==> src/rtl/mac_pkg.sv <==
// mac_pkg -- shared definitions for the dot-product sequencer.
//   mac_state_e    : sequencer FSM states
//   DEF_DATA_WIDTH : default operand width
//   DEF_VEC_LEN    : default operand pairs per dot product
package mac_pkg;

   typedef enum logic [2:0] {
      S_IDLE    = 3'd0,
      S_CLEAR   = 3'd1,
      S_ACCUM   = 3'd2,
      S_FLUSH   = 3'd3,
      S_CAPTURE = 3'd4,
      S_RESULT  = 3'd5
   } mac_state_e;

   localparam int DEF_DATA_WIDTH = 8;
   localparam int DEF_VEC_LEN    = 8;

endpackage

==> src/rtl/mac_seq.sv <==
// mac_seq -- sequences one dot product of VEC_LEN operand pairs through an
// external multiply-accumulate unit and presents the captured result.
//
// Ports
//   clk, rst_n          : clock (rising edge), asynchronous active-low reset
//   start               : begin a dot product (sampled in IDLE only)
//   ab_valid/ab_ready   : operand pair handshake, a_data/b_data carry the pair
//   mac_en/mac_clr      : accumulate enable / accumulator clear to the MAC
//   mac_a/mac_b         : registered operands to the MAC
//   mac_c               : accumulator value from the MAC
//   res_valid/res_ready : result handshake, res_data holds the dot product
//   busy                : high whenever the FSM is not IDLE
//   state_dbg           : current FSM state, for observation
//
// Handshake rule (both channels): a transfer happens on a rising edge where
// valid and ready are both high. A producer holds valid and data stable until
// that edge; ready may depend only on state, never on the matching valid.
module mac_seq
   import mac_pkg::*;
#(
   parameter int DATA_WIDTH = DEF_DATA_WIDTH,
   parameter int VEC_LEN    = DEF_VEC_LEN
) (
   input  logic                      clk,
   input  logic                      rst_n,
   input  logic                      start,
   input  logic                      ab_valid,
   output logic                      ab_ready,
   input  logic [DATA_WIDTH-1:0]     a_data,
   input  logic [DATA_WIDTH-1:0]     b_data,
   output logic                      mac_en,
   output logic                      mac_clr,
   output logic [DATA_WIDTH-1:0]     mac_a,
   output logic [DATA_WIDTH-1:0]     mac_b,
   input  logic [3*DATA_WIDTH-1:0]   mac_c,
   output logic                      res_valid,
   input  logic                      res_ready,
   output logic [3*DATA_WIDTH-1:0]   res_data,
   output logic                      busy,
   output mac_state_e                state_dbg
);

   localparam int CW = $clog2(VEC_LEN + 1);
   localparam logic [CW-1:0] CNT_MAX  = CW'(VEC_LEN);
   localparam logic [CW-1:0] LAST_IDX = CW'(VEC_LEN - 1);

   mac_state_e                state_q, state_d;
   logic [CW-1:0]             cnt_q, cnt_d;
   logic                      mac_en_q, mac_en_d;
   logic                      mac_clr_q, mac_clr_d;
   logic [DATA_WIDTH-1:0]     mac_a_q, mac_a_d;
   logic [DATA_WIDTH-1:0]     mac_b_q, mac_b_d;
   logic                      res_valid_q, res_valid_d;
   logic [3*DATA_WIDTH-1:0]   res_data_q, res_data_d;
   logic                      accept;

   // Ready is a pure function of registered state, so it cannot loop back
   // through ab_valid.
   assign ab_ready = (state_q == S_ACCUM) && (cnt_q < CNT_MAX);
   assign accept   = ab_valid && ab_ready;

   always_comb begin
      state_d     = state_q;
      cnt_d       = cnt_q;
      mac_en_d    = 1'b0;   // enable and clear are single-cycle pulses
      mac_clr_d   = 1'b0;
      mac_a_d     = mac_a_q;
      mac_b_d     = mac_b_q;
      res_valid_d = res_valid_q;
      res_data_d  = res_data_q;
      case (state_q)
         S_IDLE: begin
            if (start) begin
               state_d   = S_CLEAR;
               mac_clr_d = 1'b1;   // high for the whole CLEAR cycle
               cnt_d     = '0;
            end
         end
         S_CLEAR: begin
            cnt_d   = '0;
            state_d = S_ACCUM;
         end
         S_ACCUM: begin
            if (accept) begin
               mac_a_d  = a_data;
               mac_b_d  = b_data;
               mac_en_d = 1'b1;
               cnt_d    = cnt_q + 1'b1;
               if (cnt_q == LAST_IDX) begin
                  state_d = S_FLUSH;
               end
            end
         end
         S_FLUSH: begin
            // The MAC absorbs the final beat on the edge leaving FLUSH.
            state_d = S_CAPTURE;
         end
         S_CAPTURE: begin
            res_data_d  = mac_c;
            res_valid_d = 1'b1;
            state_d     = S_RESULT;
         end
         S_RESULT: begin
            if (res_valid_q && res_ready) begin
               res_valid_d = 1'b0;
               state_d     = S_IDLE;
            end
         end
         default: begin
            state_d = S_IDLE;
         end
      endcase
   end

   always_ff @(posedge clk or negedge rst_n) begin
      if (!rst_n) begin
         state_q     <= S_IDLE;
         cnt_q       <= '0;
         mac_en_q    <= 1'b0;
         mac_clr_q   <= 1'b0;
         mac_a_q     <= '0;
         mac_b_q     <= '0;
         res_valid_q <= 1'b0;
         res_data_q  <= '0;
      end else begin
         state_q     <= state_d;
         cnt_q       <= cnt_d;
         mac_en_q    <= mac_en_d;
         mac_clr_q   <= mac_clr_d;
         mac_a_q     <= mac_a_d;
         mac_b_q     <= mac_b_d;
         res_valid_q <= res_valid_d;
         res_data_q  <= res_data_d;
      end
   end

   assign mac_en    = mac_en_q;
   assign mac_clr   = mac_clr_q;
   assign mac_a     = mac_a_q;
   assign mac_b     = mac_b_q;
   assign res_valid = res_valid_q;
   assign res_data  = res_data_q;
   assign busy      = (state_q != S_IDLE);
   assign state_dbg = state_q;

endmodule

==> config.mk <==
export PLATFORM = sky130hd
export DESIGN_NAME = mac_seq
export DESIGN_NICKNAME = d
export VERILOG_FILES = /design/src/rtl/mac_pkg.sv /design/src/rtl/mac_seq.sv
export SDC_FILE = /design/constraint.sdc
export NUM_CORES = 1
export LEC_CHECK = 0
export CAP_MARGIN = 0
export CORE_MARGIN = 2
export CORE_UTILIZATION = 34
export CTS_CLUSTER_SIZE = 20
export DETAILED_ROUTE_END_ITERATION = 10
export PLACE_DENSITY_LB_ADDON = 0.12
export SETUP_SLACK_MARGIN = 0.3
export SLEW_MARGIN = 5
export SYNTH_ARGS = -nofsm -noshare
export SYNTH_HDL_FRONTEND = slang
export SYNTH_SLANG_ARGS = --single-unit
==> constraint.sdc <==
create_clock -name clk -period 4.6 [get_ports clk]
set_input_delay 1.15 -clock clk [delete_from_list [all_inputs] [get_ports clk]]
set_output_delay 1.15 -clock clk [all_outputs]
set_load 0.01 [all_outputs]
# Word-level counts from Yosys, hierarchy flattened
# Index checks and enable logic that the tools add are counted.
classes:
  n_addsub: 1
  n_lt_le_gt_ge: 1
  n_eq_ne: 10
  n_mux: 14
  reduce_logical: 11
op_table:
  columns: ["cell", "n"]
  rows:
  - ["one-hot mux 3 bit (6 select lines)", 1]
  - ["2-to-1 mux 3 bit", 4]
  - ["one-hot mux 4 bit (3 select lines)", 1]
  - ["2-to-1 mux 4 bit", 2]
  - ["== test 3 x 2 -> 1 bit (second input constant)", 2]
  - ["== test 3 bit (second input constant)", 2]
  - ["inequality test 2 bit (second input constant)", 3]
  - ["nonzero test 3 bit", 2]
  - ["2-to-1 mux 1 bit", 5]
  - ["adder 4 x 1 -> 4 bit (second input constant)", 1]
  - ["== test 4 x 3 -> 1 bit (second input constant)", 1]
  - ["less-than comparator 4 bit (second input constant)", 1]
  - ["AND reduction 2 bit", 2]
  - ["AND reduction 4 bit", 1]
  - ["== test 3 x 1 -> 1 bit (second input constant)", 1]
  - ["logical AND 1 bit", 3]
  - ["zero test 3 bit", 1]
  - ["AND reduction 3 bit", 1]
  - ["inequality test 2 x 1 -> 1 bit (second input constant)", 1]
  - ["one-hot mux 1 bit (2 select lines)", 1]
  - ["nonzero test 2 bit", 1]
word_totals:
  regBits: 50
  input_bits: 45
  out_inout_bits: 48
  word_cells: 45

# Logic depth before layout (Yosys ltp)
depth:
  depth_word: 5
  mapped_depth: 5
  mapped_depth_nobuf: 3

# Least setup slack after synthesis
# No wires, ideal clock.
synth_timing:
  kind: "register to output"
  startpoint: "register state_q[0] (netlist: state_dbg[0])"
  endpoint: "output ab_ready"
  t_arrival_ns: 1.055
  required_time_ns: 3.450
  path_slack_ns: 2.395
  stages_incl_launch_ff: 4
  n_path_buf: 1
  cell_sequence: "dfrtp_1 > buf_6 > nor3b_4 > and2_1"
synth_via:
  elab_chain_len: 2
synth_lines:
  columns: ["item", "line", "source"]
  rows:
  - ["from (decl)", "mac_seq.sv:47", "mac_state_e state_q, state_d;"]
  - ["from (signal assigned)", "mac_seq.sv:126", "state_q <= state_d;"]
  - ["== test 3 x 2 -> 1 bit", "mac_seq.sv:59", "assign ab_ready = (state_q == S_ACCUM) && (cnt_q < CNT_MAX);"]
  - ["logical AND 1 bit", "mac_seq.sv:59", null]
  - ["to (decl)", "mac_seq.sv:28", "output logic ab_ready,"]
# No other way between the ends.

# Worst setup path after layout
layout_timing:
  startpoint: "register state_q[1] (netlist: state_dbg[1])"
  endpoint: "output ab_ready"
# Same word-level chain as after synthesis.

==> impl_summary.log <==
[metrics] final std cell area, no fill: 3094 um2
[metrics] dominant register cell in the synthesized netlist: sky130_fd_sc_hd__dfrtp_1
[metrics] biggest area consumer among synthesized cells: sky130_fd_sc_hd__dfrtp_1
[metrics] count of max-cap constraint violations: 0
[metrics] CTS tree: done
[metrics] post-synth top area share: 0.6180
[metrics] via density per instance: 4.475
[metrics] filler cell count in the final layout: 484
[metrics] number of instances in the synthesized netlist: 131
[metrics] number of antenna violations at the first check in global routing: 0
[metrics] count leader, synth: sky130_fd_sc_hd__dfrtp_1
[metrics] Core Box Area: 5851 um2
[metrics] sum of met2 wire segment lengths after detailed routing: 2316 um
[metrics] portion of the clock cycle consumed by the worst path in the final layout: 0.6718
[metrics] instance area at placement: 2985 um2
[metrics] number of global-route vias before repair: 1,407
[metrics] I/O Buffers: about 90
[metrics] longest individual stage delay on the worst path: 530 ps
[metrics] Mapped Avg Cell Area: between 15 and 20 um2
[metrics] starting density of the core: 0.3460
[metrics] number of DRC violations after detailed routing: 0
[metrics] via total after detailed routing: 1,347
[metrics] kind of start point of the critical path: flip-flop
[metrics] Power Total: 0.7892 mW
[metrics] pin count of the biggest net entering global routing: 51
[metrics] cell-by-cell trace of the critical path: nor3b_4, and2_1, clkdlybuf4s50_1
[metrics] Final Routed Wirelength: 4439 um
[metrics] final worst hold slack: ~510 ps
[metrics] PwrDens: 255.1 nW/um2
[metrics] transition at the pin with the smallest max-transition slack: 1184 ps
[metrics] placer congestion estimate: 0.7452
[metrics] final critical delay including setup and external delays: 3090 ps
[metrics] Overflow after GRT: 0
[metrics] Final setup viols: 0
[metrics] first-pass iteration count of the detailed router: 4
[metrics] count of flip-flops with a built-in enable after synthesis: 0
[metrics] leading cell types by total area after synthesis: sky130_fd_sc_hd__dfrtp_1 62%, sky130_fd_sc_hd__mux2_2 18%, sky130_fd_sc_hd__mux2_4 5.9%, sky130_fd_sc_hd__buf_6 1.7%, sky130_fd_sc_hd__inv_1 0.93%
[metrics] vertical die dimension: 81.17 um
[metrics] post-CTS resize count: 0
[metrics] post-CTS repair timing setup buffer count: 0
[metrics] CP max-delay cell: sky130_fd_sc_hd__dfrtp_1
[metrics] Highest Clock Rate: ~0.32 GHz
[metrics] detailed placer's ending HPWL: 3261 um
[metrics] number of levels the H-tree was split into: 2
[metrics] unrepaired setup endpoints after global routing: no
[metrics] sequential cell area fraction in the yosys report: 0.6180
[metrics] remaining number of nets flagged by the antenna check after routing: 0
[metrics] antenna diode count: 0
[metrics] final count of hold timing violations: 0
[metrics] met1 WL: 1800 um
[metrics] root buffer cell: sky130_fd_sc_hd__clkbuf_8
[metrics] sink count of the clock tree: 50
[metrics] clock-pin transition on the worst setup and hold timing paths: 90 ps
[metrics] number of distinct library cells after synthesis: 32
[metrics] Crit path arrival time: 1940 ps
[metrics] area added between synthesis and finish: 52.84%
[metrics] met3 wire len: 244 um
[metrics] number of buffers on the longest clock path: 2
[metrics] summed instance area of the synthesized netlist: 2024 um2
[metrics] status: finished, final reports clean
[metrics] P_leak: 1.476 nW
[metrics] setup ws final: 1510 ps
[metrics] top routing layer in use: met4
[metrics] total of warnings raised by yosys: 0
[metrics] highest net fanout along the worst path: 10
[metrics] worst-skew pair later-pin latency: around 290 ps
[metrics] setup_tns: 0 ps
[metrics] number of hold buffers added after CTS: 0
[metrics] DRT iter0 DRCs: 50
[metrics] asr flop ratio synth: 1.000
[metrics] worst slack at placement: 1855 ps
[metrics] overall die area: 6588 um2
[metrics] average detailed-routed wire length per instance: 14.75 um
[metrics] leading cell types by count after synthesis: 50 x sky130_fd_sc_hd__dfrtp_1, 32 x sky130_fd_sc_hd__mux2_2, 8 x sky130_fd_sc_hd__mux2_4
[metrics] maximum VDD drop: 117.5 uV
[metrics] number of buffers inserted during clock tree synthesis: 5
[metrics] I/O pin total: 93
[metrics] NumNets Final: ~270
[metrics] worst clock skew on the final layout: 6.657 ps
[metrics] count of state elements after synthesis: 50
[metrics] required time worst endpoint: 3450 ps
[metrics] global-route wire length before repair: 6900 um
[metrics] max-slew headroom at the worst pin: 0.2096
[metrics] nets in the synthesized netlist: about 180
[metrics] type of the worst min-delay path: reg2reg
[metrics] category of the most critical setup path: reg2out
[metrics] proportion of layout cells with a drive suffix above 1: 0.2389
[metrics] DIE WIDTH: just over 80 um
[metrics] fin. max-slew vios: 0
[metrics] endpoint type of the worst setup path: output port
[metrics] Overall Global Routing Usage: 0.1412
[metrics] standard-cell rows: 28
## cells in the final DEF (no fill, tap or decap)
cell                              Yosys  routed
sky130_fd_sc_hd__o22a_1               1       1
sky130_fd_sc_hd__nor2_2               1       1
sky130_fd_sc_hd__xnor2_1              1       1
sky130_fd_sc_hd__nand2b_2             1       1
sky130_fd_sc_hd__clkbuf_8             0       5
sky130_fd_sc_hd__or3_1                1       1
sky130_fd_sc_hd__a211oi_2             1       1
sky130_fd_sc_hd__dfrtp_1             50      50
sky130_fd_sc_hd__nand4_1              1       1
sky130_fd_sc_hd__and3_1               1       1
sky130_fd_sc_hd__a21o_1               1       1
sky130_fd_sc_hd__inv_1                5       5
sky130_fd_sc_hd__ha_1                 1       1
sky130_fd_sc_hd__nand2_4              1       1
sky130_fd_sc_hd__clkdlybuf4s50_1      0      91
sky130_fd_sc_hd__bufinv_16            0       1
sky130_fd_sc_hd__nor3b_4              1       1
sky130_fd_sc_hd__nor3_1               1       1
sky130_fd_sc_hd__nand2_1              2       2
sky130_fd_sc_hd__a31oi_1              2       2
sky130_fd_sc_hd__mux2i_1              1       1
sky130_fd_sc_hd__a21oi_1              2       2
sky130_fd_sc_hd__nand3b_1             1       1
sky130_fd_sc_hd__buf_2                0       1
sky130_fd_sc_hd__nor2b_1              1       1
sky130_fd_sc_hd__nand3_1              1       1
sky130_fd_sc_hd__o21ai_0              1       1
sky130_fd_sc_hd__o22ai_1              2       2
sky130_fd_sc_hd__or2b_1               1       1
sky130_fd_sc_hd__clkinv_2             0       2
sky130_fd_sc_hd__or3b_1               1       1
sky130_fd_sc_hd__mux2_2              32      32
sky130_fd_sc_hd__mux2_4               8       8
sky130_fd_sc_hd__nor2_1               2       2
sky130_fd_sc_hd__and2_1               1       1
## routing by layer
| metal | global-route usage | up-vias |
|---|---|---|
| li1 | - | 642 |
| met1 | 0.1685 | 652 |
| met2 | 0.2446 | 45 |
| met3 | 0.03667 | 8 |
| met4 | 0.05254 | 0 |
| met5 | 0 | - |
## layout make-up
| cell class | instances | area (um2) | share of cell area |
|---|---|---|---|
| multi-input cells | 71 | 705.7 | 0.2281 |
| clock buffers | 5 | 68.82 | 0.02224 |
| well taps | 75 | 93.84 | 0.03033 |
| repair buffers | 92 | 915.9 | 0.2960 |
| clock inverters | 3 | 40.04 | 0.01294 |
| inverters | 5 | 18.77 | 0.006066 |
| flip-flops and latches | 50 | 1251 | 0.4044 |
## stage by stage
stage / utilization / instances
floorplan: - / 131
global placement: 0.5103 / 293
detailed placement: 0.5103 / 293
CTS: 0.5289 / 301
global route: 0.5289 / 301
finish: 0.5289 / 301
## power by group
group | total (mW) | switching [mW] | internal (mW)
clock | 0.301 | 0.141 | 0.160
combinational | 0.0482 | 0.0152 | 0.0330
sequential | 0.440 | 0.000313 | 0.440
## kinds of logic (layout without fill, tap and decap cells)
family | Yosys count | count (layout) | share of synthesized area
simple gates | 18 | 18 | 0.06182
buf+inv | 10 | 105 | 0.03337
compound gates | 10 | 10 | 0.03399
fa+ha+maj | 1 | 1 | 0.006179
flops | 50 | 50 | 0.6180
mux | 41 | 41 | 0.2423
xor+xnor | 1 | 1 | 0.004327
## path summary, 6_finish.rpt
| kind | slack [ps] | cells after the start | from | to |
|---|---|---|---|---|
| min | 510 | 1 | res_valid | res_valid |
| max in group asynchronous | 2880 | 1 | rst_n | res_data[11] |
| min in group asynchronous | 1060 | 1 | rst_n | res_data[12] |
| max reg2reg | 2410 | 3 | state_dbg[1] | res_data[9] |
| max | 1510 | 3 | state_dbg[1] | ab_ready |
| min reg2reg | 510 | 1 | res_valid | res_valid |
## critical path, delay by kind of cell (launching register included)
kind,cells,cell delay (ps)
buffers and inverters,1,530
DFF,1,530
and+or+nand+nor,2,580
## state kept, by name (all words and copies together), names as in the netlist
name / flops
res_valid: 1
res_data: 24
mac_a: 8
cnt_q: 4
mac_clr: 1
state_dbg: 3
mac_b: 8
mac_en: 1
Note: power is estimated with default switching activity, not from simulation.
